[src/rtl/spi_counter_pkg.sv]
`default_nettype none
// ============================================================================
// Module   : spi_counter_pkg
// Purpose  : Shared types and widths for the SPI counter-link receiver.
// Revision : 1.0 - initial release
// ============================================================================
package spi_counter_pkg;

  localparam int BYTE_W    = 8;
  localparam int COUNTER_W = 14;
  localparam int HI_BITS   = 6;

  // Which byte of the two-byte frame the receiver expects next.
  typedef enum logic [0:0] {
    WAIT_HIGH = 1'b0,
    WAIT_LOW  = 1'b1
  } frame_state_t;

  // A high byte is well formed only if the bits above the counter field are zero.
  function automatic logic frame_hi_ok(input logic [BYTE_W-1:0] b);
    return (b[BYTE_W-1:HI_BITS] == '0);
  endfunction

endpackage
`default_nettype wire

[src/rtl/spi_counter_slave_if.sv]
`default_nettype none
// ============================================================================
// Module   : spi_counter_slave_if
// Purpose  : SPI pin bundle (sclk/mosi/ss/miso) with master and slave views.
// Revision : 1.0 - initial release
// ============================================================================
interface spi_counter_slave_if;

  logic sclk;
  logic mosi;
  logic ss;
  logic miso;

  modport master (output sclk, output mosi, output ss, input miso);
  modport slave  (input sclk, input mosi, input ss, output miso);

endinterface
`default_nettype wire

[src/rtl/spi_slave_byte_if.sv]
`default_nettype none
// ============================================================================
// Module   : spi_slave_byte_if
// Purpose  : SPI mode-0 byte engine: input synchronizers, sclk edge detect,
//            MSB-first receive/transmit shift registers and bit counter.
// Revision : 1.0 - initial release
// ============================================================================
module spi_slave_byte_if
  import spi_counter_pkg::*;
#(
  parameter int SYNC_STAGES = 2
) (
  input  wire logic              clk,
  input  wire logic              reset,
  spi_counter_slave_if.slave     bus,
  input  wire logic              i_abort,
  input  wire logic              i_tx_load,
  input  wire logic [BYTE_W-1:0] i_tx_byte,
  output logic                   o_byte_done,
  output logic [BYTE_W-1:0]      o_rx_byte,
  output logic                   o_bit_zero,
  output logic                   o_sclk_edge,
  output logic                   o_ss_high
);

  // Each stage carries {ss, mosi, sclk}.
  logic [2:0]        r_sync [SYNC_STAGES];
  logic              r_sclk_d;
  logic [BYTE_W-1:0] r_rx_shift;
  logic [BYTE_W-1:0] r_tx_shift;
  logic [2:0]        r_bit_cnt;
  logic              r_byte_done;

  logic w_sclk_s;
  logic w_mosi_s;
  logic w_ss_s;
  logic w_rise;
  logic w_fall;

  assign {w_ss_s, w_mosi_s, w_sclk_s} = r_sync[SYNC_STAGES-1];

  // Edges only act on the shift logic while the slave is selected.
  assign w_rise = w_sclk_s & ~r_sclk_d & ~w_ss_s;
  assign w_fall = ~w_sclk_s & r_sclk_d & ~w_ss_s;

  assign o_sclk_edge = w_sclk_s ^ r_sclk_d;
  assign o_ss_high   = w_ss_s;
  assign o_bit_zero  = (r_bit_cnt == 3'd0);
  assign o_byte_done = r_byte_done;
  assign o_rx_byte   = r_rx_shift;
  assign bus.miso    = r_tx_shift[BYTE_W-1];

  // Multi-stage synchronizer for the asynchronous SPI inputs.
  always_ff @(posedge clk or negedge reset) begin
    if (!reset) begin
      for (int i = 0; i < SYNC_STAGES; i++) r_sync[i] <= '0;
    end else begin
      r_sync[0] <= {bus.ss, bus.mosi, bus.sclk};
      for (int i = 1; i < SYNC_STAGES; i++) r_sync[i] <= r_sync[i-1];
    end
  end

  // Delayed copy of synced sclk for edge detection.
  always_ff @(posedge clk or negedge reset) begin
    if (!reset) r_sclk_d <= 1'b0;
    else        r_sclk_d <= w_sclk_s;
  end

  // Receive path: sample mosi on rising edges, flag the byte one cycle after bit 8.
  always_ff @(posedge clk or negedge reset) begin
    if (!reset) begin
      r_rx_shift  <= '0;
      r_bit_cnt   <= 3'd0;
      r_byte_done <= 1'b0;
    end else if (i_abort || w_ss_s) begin
      r_rx_shift  <= '0;
      r_bit_cnt   <= 3'd0;
      r_byte_done <= 1'b0;
    end else begin
      r_byte_done <= w_rise && (r_bit_cnt == 3'd7);
      if (w_rise) begin
        r_rx_shift <= {r_rx_shift[BYTE_W-2:0], w_mosi_s};
        r_bit_cnt  <= r_bit_cnt + 3'd1;
      end
    end
  end

  // Transmit path: reload between bytes so bit 7 is on miso before the first rising edge.
  always_ff @(posedge clk or negedge reset) begin
    if (!reset)         r_tx_shift <= '0;
    else if (i_tx_load) r_tx_shift <= i_tx_byte;
    else if (w_fall)    r_tx_shift <= {r_tx_shift[BYTE_W-2:0], 1'b0};
  end

endmodule
`default_nettype wire

[src/rtl/spi_counter_slave.sv]
`default_nettype none
// ============================================================================
// Module   : spi_counter_slave
// Purpose  : Receives the two-byte 14-bit counter frame over SPI, commits it
//            with a valid strobe, echoes the committed value on miso, and
//            discards stalled partial frames after a timeout.
// Revision : 1.0 - initial release
// ============================================================================
module spi_counter_slave
  import spi_counter_pkg::*;
#(
  parameter int TIMEOUT_CYCLES = 1000,
  parameter int SYNC_STAGES    = 2
) (
  input  wire logic          clk,
  input  wire logic          reset,
  spi_counter_slave_if.slave bus,
  output logic [COUNTER_W-1:0] o_counter,
  output logic               o_valid,
  output logic               o_frame_err,
  output logic               o_timeout
);

  localparam int                IDLE_W      = $clog2(TIMEOUT_CYCLES + 1);
  localparam logic [IDLE_W-1:0] C_IDLE_LAST = IDLE_W'(TIMEOUT_CYCLES - 1);

  frame_state_t         r_state;
  frame_state_t         w_state_nxt;
  logic [HI_BITS-1:0]   r_hi;
  logic [COUNTER_W-1:0] r_counter;
  logic                 r_valid;
  logic                 r_frame_err;
  logic                 r_timeout;
  logic [IDLE_W-1:0]    r_idle_cnt;

  logic              w_byte_done;
  logic [BYTE_W-1:0] w_rx_byte;
  logic              w_bit_zero;
  logic              w_sclk_edge;
  logic              w_ss_high;
  logic              w_byte_ok;
  logic              w_active;
  logic              w_timeout;
  logic              w_tx_load;
  logic [BYTE_W-1:0] w_tx_byte;
  logic              w_hi_load;
  logic              w_commit;
  logic              w_frame_err;

  spi_slave_byte_if #(
    .SYNC_STAGES (SYNC_STAGES)
  ) u_byte (
    .clk         (clk),
    .reset       (reset),
    .bus         (bus),
    .i_abort     (w_timeout),
    .i_tx_load   (w_tx_load),
    .i_tx_byte   (w_tx_byte),
    .o_byte_done (w_byte_done),
    .o_rx_byte   (w_rx_byte),
    .o_bit_zero  (w_bit_zero),
    .o_sclk_edge (w_sclk_edge),
    .o_ss_high   (w_ss_high)
  );

  // A deselect in the same cycle as byte completion cancels the byte.
  assign w_byte_ok = w_byte_done & ~w_ss_high;
  assign w_active  = ~w_bit_zero | (r_state == WAIT_LOW);
  // byte_done always follows an edge that cleared idle_cnt, so it can never coincide with expiry.
  assign w_timeout = w_active & ~w_sclk_edge & ~w_byte_done & ~w_ss_high &
                     (r_idle_cnt == C_IDLE_LAST);
  assign w_tx_load = w_bit_zero & ~w_sclk_edge;

  assign o_counter   = r_counter;
  assign o_valid     = r_valid;
  assign o_frame_err = r_frame_err;
  assign o_timeout   = r_timeout;

  // Frame state register.
  always_ff @(posedge clk or negedge reset) begin
    if (!reset) r_state <= WAIT_HIGH;
    else        r_state <= w_state_nxt;
  end

  // Frame sequencing: high byte, then low byte; deselect and timeout restart the frame.
  always_comb begin
    w_state_nxt = r_state;
    if (w_ss_high || w_timeout) begin
      w_state_nxt = WAIT_HIGH;
    end else if (w_byte_done) begin
      case (r_state)
        WAIT_HIGH: if (frame_hi_ok(w_rx_byte)) w_state_nxt = WAIT_LOW;
        WAIT_LOW:  w_state_nxt = WAIT_HIGH;
        default:   w_state_nxt = WAIT_HIGH;
      endcase
    end
  end

  // Per-state actions and the byte offered to the transmitter.
  always_comb begin
    w_hi_load   = 1'b0;
    w_commit    = 1'b0;
    w_frame_err = 1'b0;
    w_tx_byte   = {{(BYTE_W-HI_BITS){1'b0}}, r_counter[COUNTER_W-1:BYTE_W]};
    case (r_state)
      WAIT_HIGH: begin
        w_hi_load   = w_byte_ok & frame_hi_ok(w_rx_byte);
        w_frame_err = w_byte_ok & ~frame_hi_ok(w_rx_byte);
      end
      WAIT_LOW: begin
        w_commit  = w_byte_ok;
        w_tx_byte = r_counter[BYTE_W-1:0];
      end
      default: ;
    endcase
  end

  // Idle watchdog: runs only while a frame is in progress.
  always_ff @(posedge clk or negedge reset) begin
    if (!reset)                                                  r_idle_cnt <= '0;
    else if (w_ss_high || w_sclk_edge || !w_active || w_timeout) r_idle_cnt <= '0;
    else                                                         r_idle_cnt <= r_idle_cnt + IDLE_W'(1);
  end

  // High-byte holding register, committed counter and event strobes.
  always_ff @(posedge clk or negedge reset) begin
    if (!reset) begin
      r_hi        <= '0;
      r_counter   <= '0;
      r_valid     <= 1'b0;
      r_frame_err <= 1'b0;
      r_timeout   <= 1'b0;
    end else begin
      if (w_hi_load) r_hi      <= w_rx_byte[HI_BITS-1:0];
      if (w_commit)  r_counter <= {r_hi, w_rx_byte};
      r_valid     <= w_commit;
      r_frame_err <= w_frame_err;
      r_timeout   <= w_timeout;
    end
  end

endmodule
`default_nettype wire

[src/flat_wrapper.sv]
// flat-port wrapper written by rule: the top's interface ports become plain ports
module spi_counter_slave_flat import spi_counter_pkg::*;
#(
  parameter int TIMEOUT_CYCLES = 1000,
  parameter int SYNC_STAGES    = 2
)
  (clk, reset, o_counter, o_valid, o_frame_err, o_timeout, bus_sclk, bus_mosi, bus_ss, bus_miso);
  spi_counter_slave_if bus_i ();
  input  wire logic clk;
  input  wire logic reset;
  output logic [COUNTER_W-1:0] o_counter;
  output logic o_valid;
  output logic o_frame_err;
  output logic o_timeout;
  input wire logic [$bits(bus_i.sclk)-1:0] bus_sclk;
  input wire logic [$bits(bus_i.mosi)-1:0] bus_mosi;
  input wire logic [$bits(bus_i.ss)-1:0] bus_ss;
  output wire logic [$bits(bus_i.miso)-1:0] bus_miso;
  assign bus_i.sclk = bus_sclk;
  assign bus_i.mosi = bus_mosi;
  assign bus_i.ss = bus_ss;
  assign bus_miso = bus_i.miso;
  spi_counter_slave #(.TIMEOUT_CYCLES(TIMEOUT_CYCLES), .SYNC_STAGES(SYNC_STAGES)) u_core (.clk(clk), .reset(reset), .bus(bus_i), .o_counter(o_counter), .o_valid(o_valid), .o_frame_err(o_frame_err), .o_timeout(o_timeout));
endmodule
[config.mk]
export PLATFORM = sky130hd
export DESIGN_NAME = spi_counter_slave_flat
export DESIGN_NICKNAME = d
export VERILOG_FILES = /design/src/rtl/spi_counter_pkg.sv /design/src/rtl/spi_counter_slave_if.sv /design/src/rtl/spi_slave_byte_if.sv /design/src/rtl/spi_counter_slave.sv /design/src/flat_wrapper.sv
export SDC_FILE = /design/constraint.sdc
export NUM_CORES = 1
export LEC_CHECK = 0
export BUFFER_PORTS_ARGS = -buffer_cell sky130_fd_sc_hd__buf_2
export CAP_MARGIN = 20
export CORE_ASPECT_RATIO = 2
export CORE_UTILIZATION = 58
export CTS_CLUSTER_SIZE = 8
export DETAILED_ROUTE_END_ITERATION = 6
export HOLD_SLACK_MARGIN = 0.06
export PLACE_DENSITY = 0.78
export SYNTH_ARGS = -nofsm -noshare
export SYNTH_HDL_FRONTEND = slang
export SYNTH_HIERARCHICAL = 1
export SYNTH_SLANG_ARGS = --single-unit
[constraint.sdc]
create_clock -name clk -period 2.27 [get_ports clk]
set_input_delay 0.1135 -clock clk [delete_from_list [all_inputs] [get_ports clk]]
set_output_delay 0.1135 -clock clk [all_outputs]
set_load 0.01 [all_outputs]
==> results list <==
- Mapped Nets: 247
* Clock network power share: 47.1%
- Lkg Pwr: roughly 1.6 nW
- The most used flip-flop cell after synthesis is sky130_fd_sc_hd__dfrtp_1.
- Cell count after synthesis: roughly 240
- Final-report setup violation count: 0
* Insertion delay to the later sink of the worst-skew pair: roughly 330 ps
* CP endpoint kind: flip-flop
- Overall routing resource usage: between 20% and 30%
* Cell variety after synth: 36
- Flops & latches, synth: 61
- Routability-driven placement finished with a final weighted congestion of 0.835.
- Wire length of the first global-routing pass: 8.81 mm
* Yosys Warn Count: 6
* Yosys top cell by area: sky130_fd_sc_hd__dfrtp_1
- The pre-antenna-repair detailed-routing pass consisted of 4 iterations.
- In this run the worst hold path is classified as in -> async.
- The number of antenna violations at the first check in global routing is 0.
* Total length of routed met2 wires: about 3.0 mm
* Count of unresolved DRC violations after routing: 0
* Max-Cap Viols: 0
* Number of enable flip-flop cells after synthesis: 0
* Run status: completed
- The count of endpoints failing hold in the final timing report came to 0.
- Of the cells placed in the final design, the portion with a size suffix greater than 1 is 23.8%.
- For this run, the top clock speed supported by timing is 0.558 GHz.
- In this run the horizontal extent of the chip is between 50 and 60 um.
- Each instance of the synthesized netlist takes up on average about 12 um2.
- Classification of the worst setup path: reg -> reg
- Setup repair after global routing missed its margin: no
- Sequential cells were found to cover 56.1% of the synthesized design area.
- The total area inside the core boundary comes to 4420 um2.
* Cell types with the largest area share after synthesis: sky130_fd_sc_hd__dfrtp_1, sky130_fd_sc_hd__mux2_2, sky130_fd_sc_hd__nand2_1
- Least-Margin Pin Slew: 682 ps
- Detailed placement ended at an HPWL of 3.69 mm.
- Across the routed clock network, the largest skew measured is between 3 and 4 ps.
* Worst vdd rail ir drop: 775 uV
- GRT overflow: 0
- Buffers placed on the I/O ports in this run total 22.
- Number of top-level pins: 23
- Worst Slack Setup Final: 479 ps
* Antenna Nets Post-Route: 0
* Met3 Wirelength: 189 um
- Clock tree from TritonCTS: done
- From synthesis to final layout, the design area changed by 15.2%.
* Total negative slack: 0 ps
* Die outline area: 4980 um2
* Req. time, crit path: 2530 ps
* Switching power total: around 470 uW
* Final design utilization: a little over 70%
- Registers are responsible for just under 50% of the overall power.
- Max-Slew Margin vs Limit: 54.5%
- The clock drives 61 sinks.
- For this design the ratio of total power to cell area is 727 nW/um2.
- Net switching is 20.7% of the power.
- Wires add up to approximately 5.2 mm.
* Relative contribution of combinational cells to total power: 4.2%
* Y dimension of the die: 98.9 um
- The number of max-slew violations in the final report came to 0.
* Net count, final: between 200 and 300
* Max Used Layer: met4
- P_int: 1.81 mW
- The detailed router placed 1,831 vias in this run.
- Final critical-path required period: 1790 ps
- After clock tree synthesis, the clock-pin slew on the worst setup and hold paths is 60 ps.
- Dividing the detail-routed wire length by the instance count gives approximately 16 um.
- The clock passes through at most 2 buffers.
- In this run the worst path has a maximum fanout of 12.
- In this run, CTS created clock tree buffers numbering 9.
- Pin count of the biggest net entering global routing: 34
- In the final routing, the length of wire on met1 measures 1.91 mm.
- After the first detailed-routing iteration, the DRC count stood at 28.
* Placement-stage worst setup slack: 498 ps
- Final clock period utilization by the worst path: 78.9%
- STA classifies the critical path startpoint as a flip-flop.
* Vias in the first global route: 1,850
- Row cnt: 34
- The share of synthesized area in the top cell type comes to 56.1%.
- Signal arrival time at the worst endpoint: 2050 ps
- 0 antenna diodes ended up in the layout.
- Starting density of the core: about 61%
- Async set-reset flop share out of synthesis: 100%
- Quantity of gates resized following cts: 0
* H-tree Lvls: 3
- Using the TritonRoute via totals, the vias-per-cell ratio works out to 5.60.
- The root buffer cell chosen for the clock tree is sky130_fd_sc_hd__clkbuf_8.
* Netlist area before placement: about 2700 um2
[synth_stat cells, types with 5 or more instances]
cell and number:
sky130_fd_sc_hd__mux2_2 14, sky130_fd_sc_hd__inv_1 8, sky130_fd_sc_hd__ha_1 6, sky130_fd_sc_hd__nand3_1 5, sky130_fd_sc_hd__mux2i_1 10, sky130_fd_sc_hd__nor4bb_1 7
sky130_fd_sc_hd__nor2b_1 10, sky130_fd_sc_hd__nor2_1 24, sky130_fd_sc_hd__a221o_1 7, sky130_fd_sc_hd__nand2_1 40, sky130_fd_sc_hd__dfrtp_1 61, sky130_fd_sc_hd__a21oi_1 5
[worst paths after layout]
path	slack, ps	cells after the start	from	to
min in group clk	350	0	u_core/u_byte/r_sync[5]	u_core/u_byte/o_ss_high
max reg2reg	480	8	u_core/u_byte/r_bit_cnt[0]	u_core/u_byte/o_rx_byte[0]
max	480	8	u_core/u_byte/r_bit_cnt[0]	u_core/u_byte/o_rx_byte[0]
max in group asynchronous	1330	3	reset	u_core/u_byte/r_sync[0]
min	340	2	reset	u_core/o_valid
min reg2reg	340	0	u_core/u_byte/r_sync[5]	u_core/u_byte/o_ss_high
[area by class of cell]
cell class,instances,area [um2]
clock inverter,4,70.1
tap,54,67.6
multi-input combinational,158,1090
clock buffer,12,155
inverter,8,30.0
timing repair buffer,30,193
fill,326,1290
sequential,61,1530
[cell usage in the layout, fill, tap and decap left out, types with 2 or more instances in the layout]
master and count:
sky130_fd_sc_hd__dfrtp_1 61, sky130_fd_sc_hd__clkinv_2 2, sky130_fd_sc_hd__inv_1 8, sky130_fd_sc_hd__bufinv_16 2, sky130_fd_sc_hd__xnor2_1 4, sky130_fd_sc_hd__buf_4 3
sky130_fd_sc_hd__ha_1 6, sky130_fd_sc_hd__nand2_2 2, sky130_fd_sc_hd__nand3_1 5, sky130_fd_sc_hd__nand2_1 40, sky130_fd_sc_hd__a221o_1 7, sky130_fd_sc_hd__dlygate4sd3_1 4
sky130_fd_sc_hd__nor2_1 24, sky130_fd_sc_hd__clkbuf_8 11, sky130_fd_sc_hd__nand4_1 2, sky130_fd_sc_hd__nor3_1 2, sky130_fd_sc_hd__mux2_2 14, sky130_fd_sc_hd__nor2b_1 10
sky130_fd_sc_hd__a21oi_1 5, sky130_fd_sc_hd__buf_2 22, sky130_fd_sc_hd__mux2i_1 10, sky130_fd_sc_hd__nor4bb_1 7, sky130_fd_sc_hd__xor2_1 2, sky130_fd_sc_hd__and2_1 3
[power groups by stage]
stage	clock network (mW)	logic, mW	registers, mW
finish	1.07	0.0952	1.11
global route	1.15	0.109	1.11
CTS	1.09	0.0974	1.11
detailed placement	0	0.0913	1.13
global placement	0	0.0889	1.13
floorplan	0	0.0541	1.13
[flip-flops by register name, indices dropped and copies added (netlist names)]
register and flops:
u_core/u_byte/r_tx_shift 8, u_core/u_byte/r_sclk_d 1, u_core/u_byte/r_sync 5, u_core/u_byte/o_byte_done 1, u_core/r_hi 6, u_core/u_byte/o_ss_high 1, u_core/u_byte/r_bit_cnt 3, u_core/u_byte/o_rx_byte 8
u_core/o_frame_err 1, u_core/o_counter 14, u_core/r_idle_cnt 10, u_core/o_valid 1, u_core/r_state 1, u_core/o_timeout 1
[critical path, cell delays in order, from the launching register on]
cell,delay (ps)
sky130_fd_sc_hd__dfrtp_1,410
sky130_fd_sc_hd__inv_1,70
sky130_fd_sc_hd__ha_1,140
sky130_fd_sc_hd__nor2b_1,120
sky130_fd_sc_hd__inv_1,80
sky130_fd_sc_hd__o21ai_1,240
sky130_fd_sc_hd__nor3_2,100
sky130_fd_sc_hd__or2_2,410
sky130_fd_sc_hd__nor2_1,150
[per-layer routing]
layer,vias to the layer above,track usage [%]
li1,866,-
met1,911,25.8
met4,0,14.1
met5,-,0
met3,12,7.25
met2,42,42.2
[kinds of logic (layout without fill, tap and decap cells)]
logic type,count (synthesis),in the layout,synth area share (%)
flip-flops,61,61,56.1
buffers and inverters,17,54,3.77
multiplexers,24,24,9.48
AND/OR/NAND/NOR,104,104,20.1
adder cells (fa/ha/maj),6,6,2.76
XOR/XNOR,6,6,1.93
AO/OA/AOI/OAI,18,18,5.84
[repair_timing]
item                                   4_1_cts  5_1_grt
setup buffers                                0        0
hold buffers                                 4        0
endpoints found under the hold margin       31        0
[stage by stage]
stage / hold slack [ps] / power [mW] / cells / cell area, um2
3_5_place_dp: 175 / 1.22 / 307 / 2870
6_report: 345 / 2.28 / 327 / 3130
5_1_grt: 356 / 2.36 / 327 / 3130
4_1_cts: 349 / 2.30 / 327 / 3130
3_3_place_gp: 171 / 1.22 / 307 / 2870
2_1_floorplan: -182 / 1.18 / 236 / 2720
Note: power is estimated with default switching activity, not from simulation.
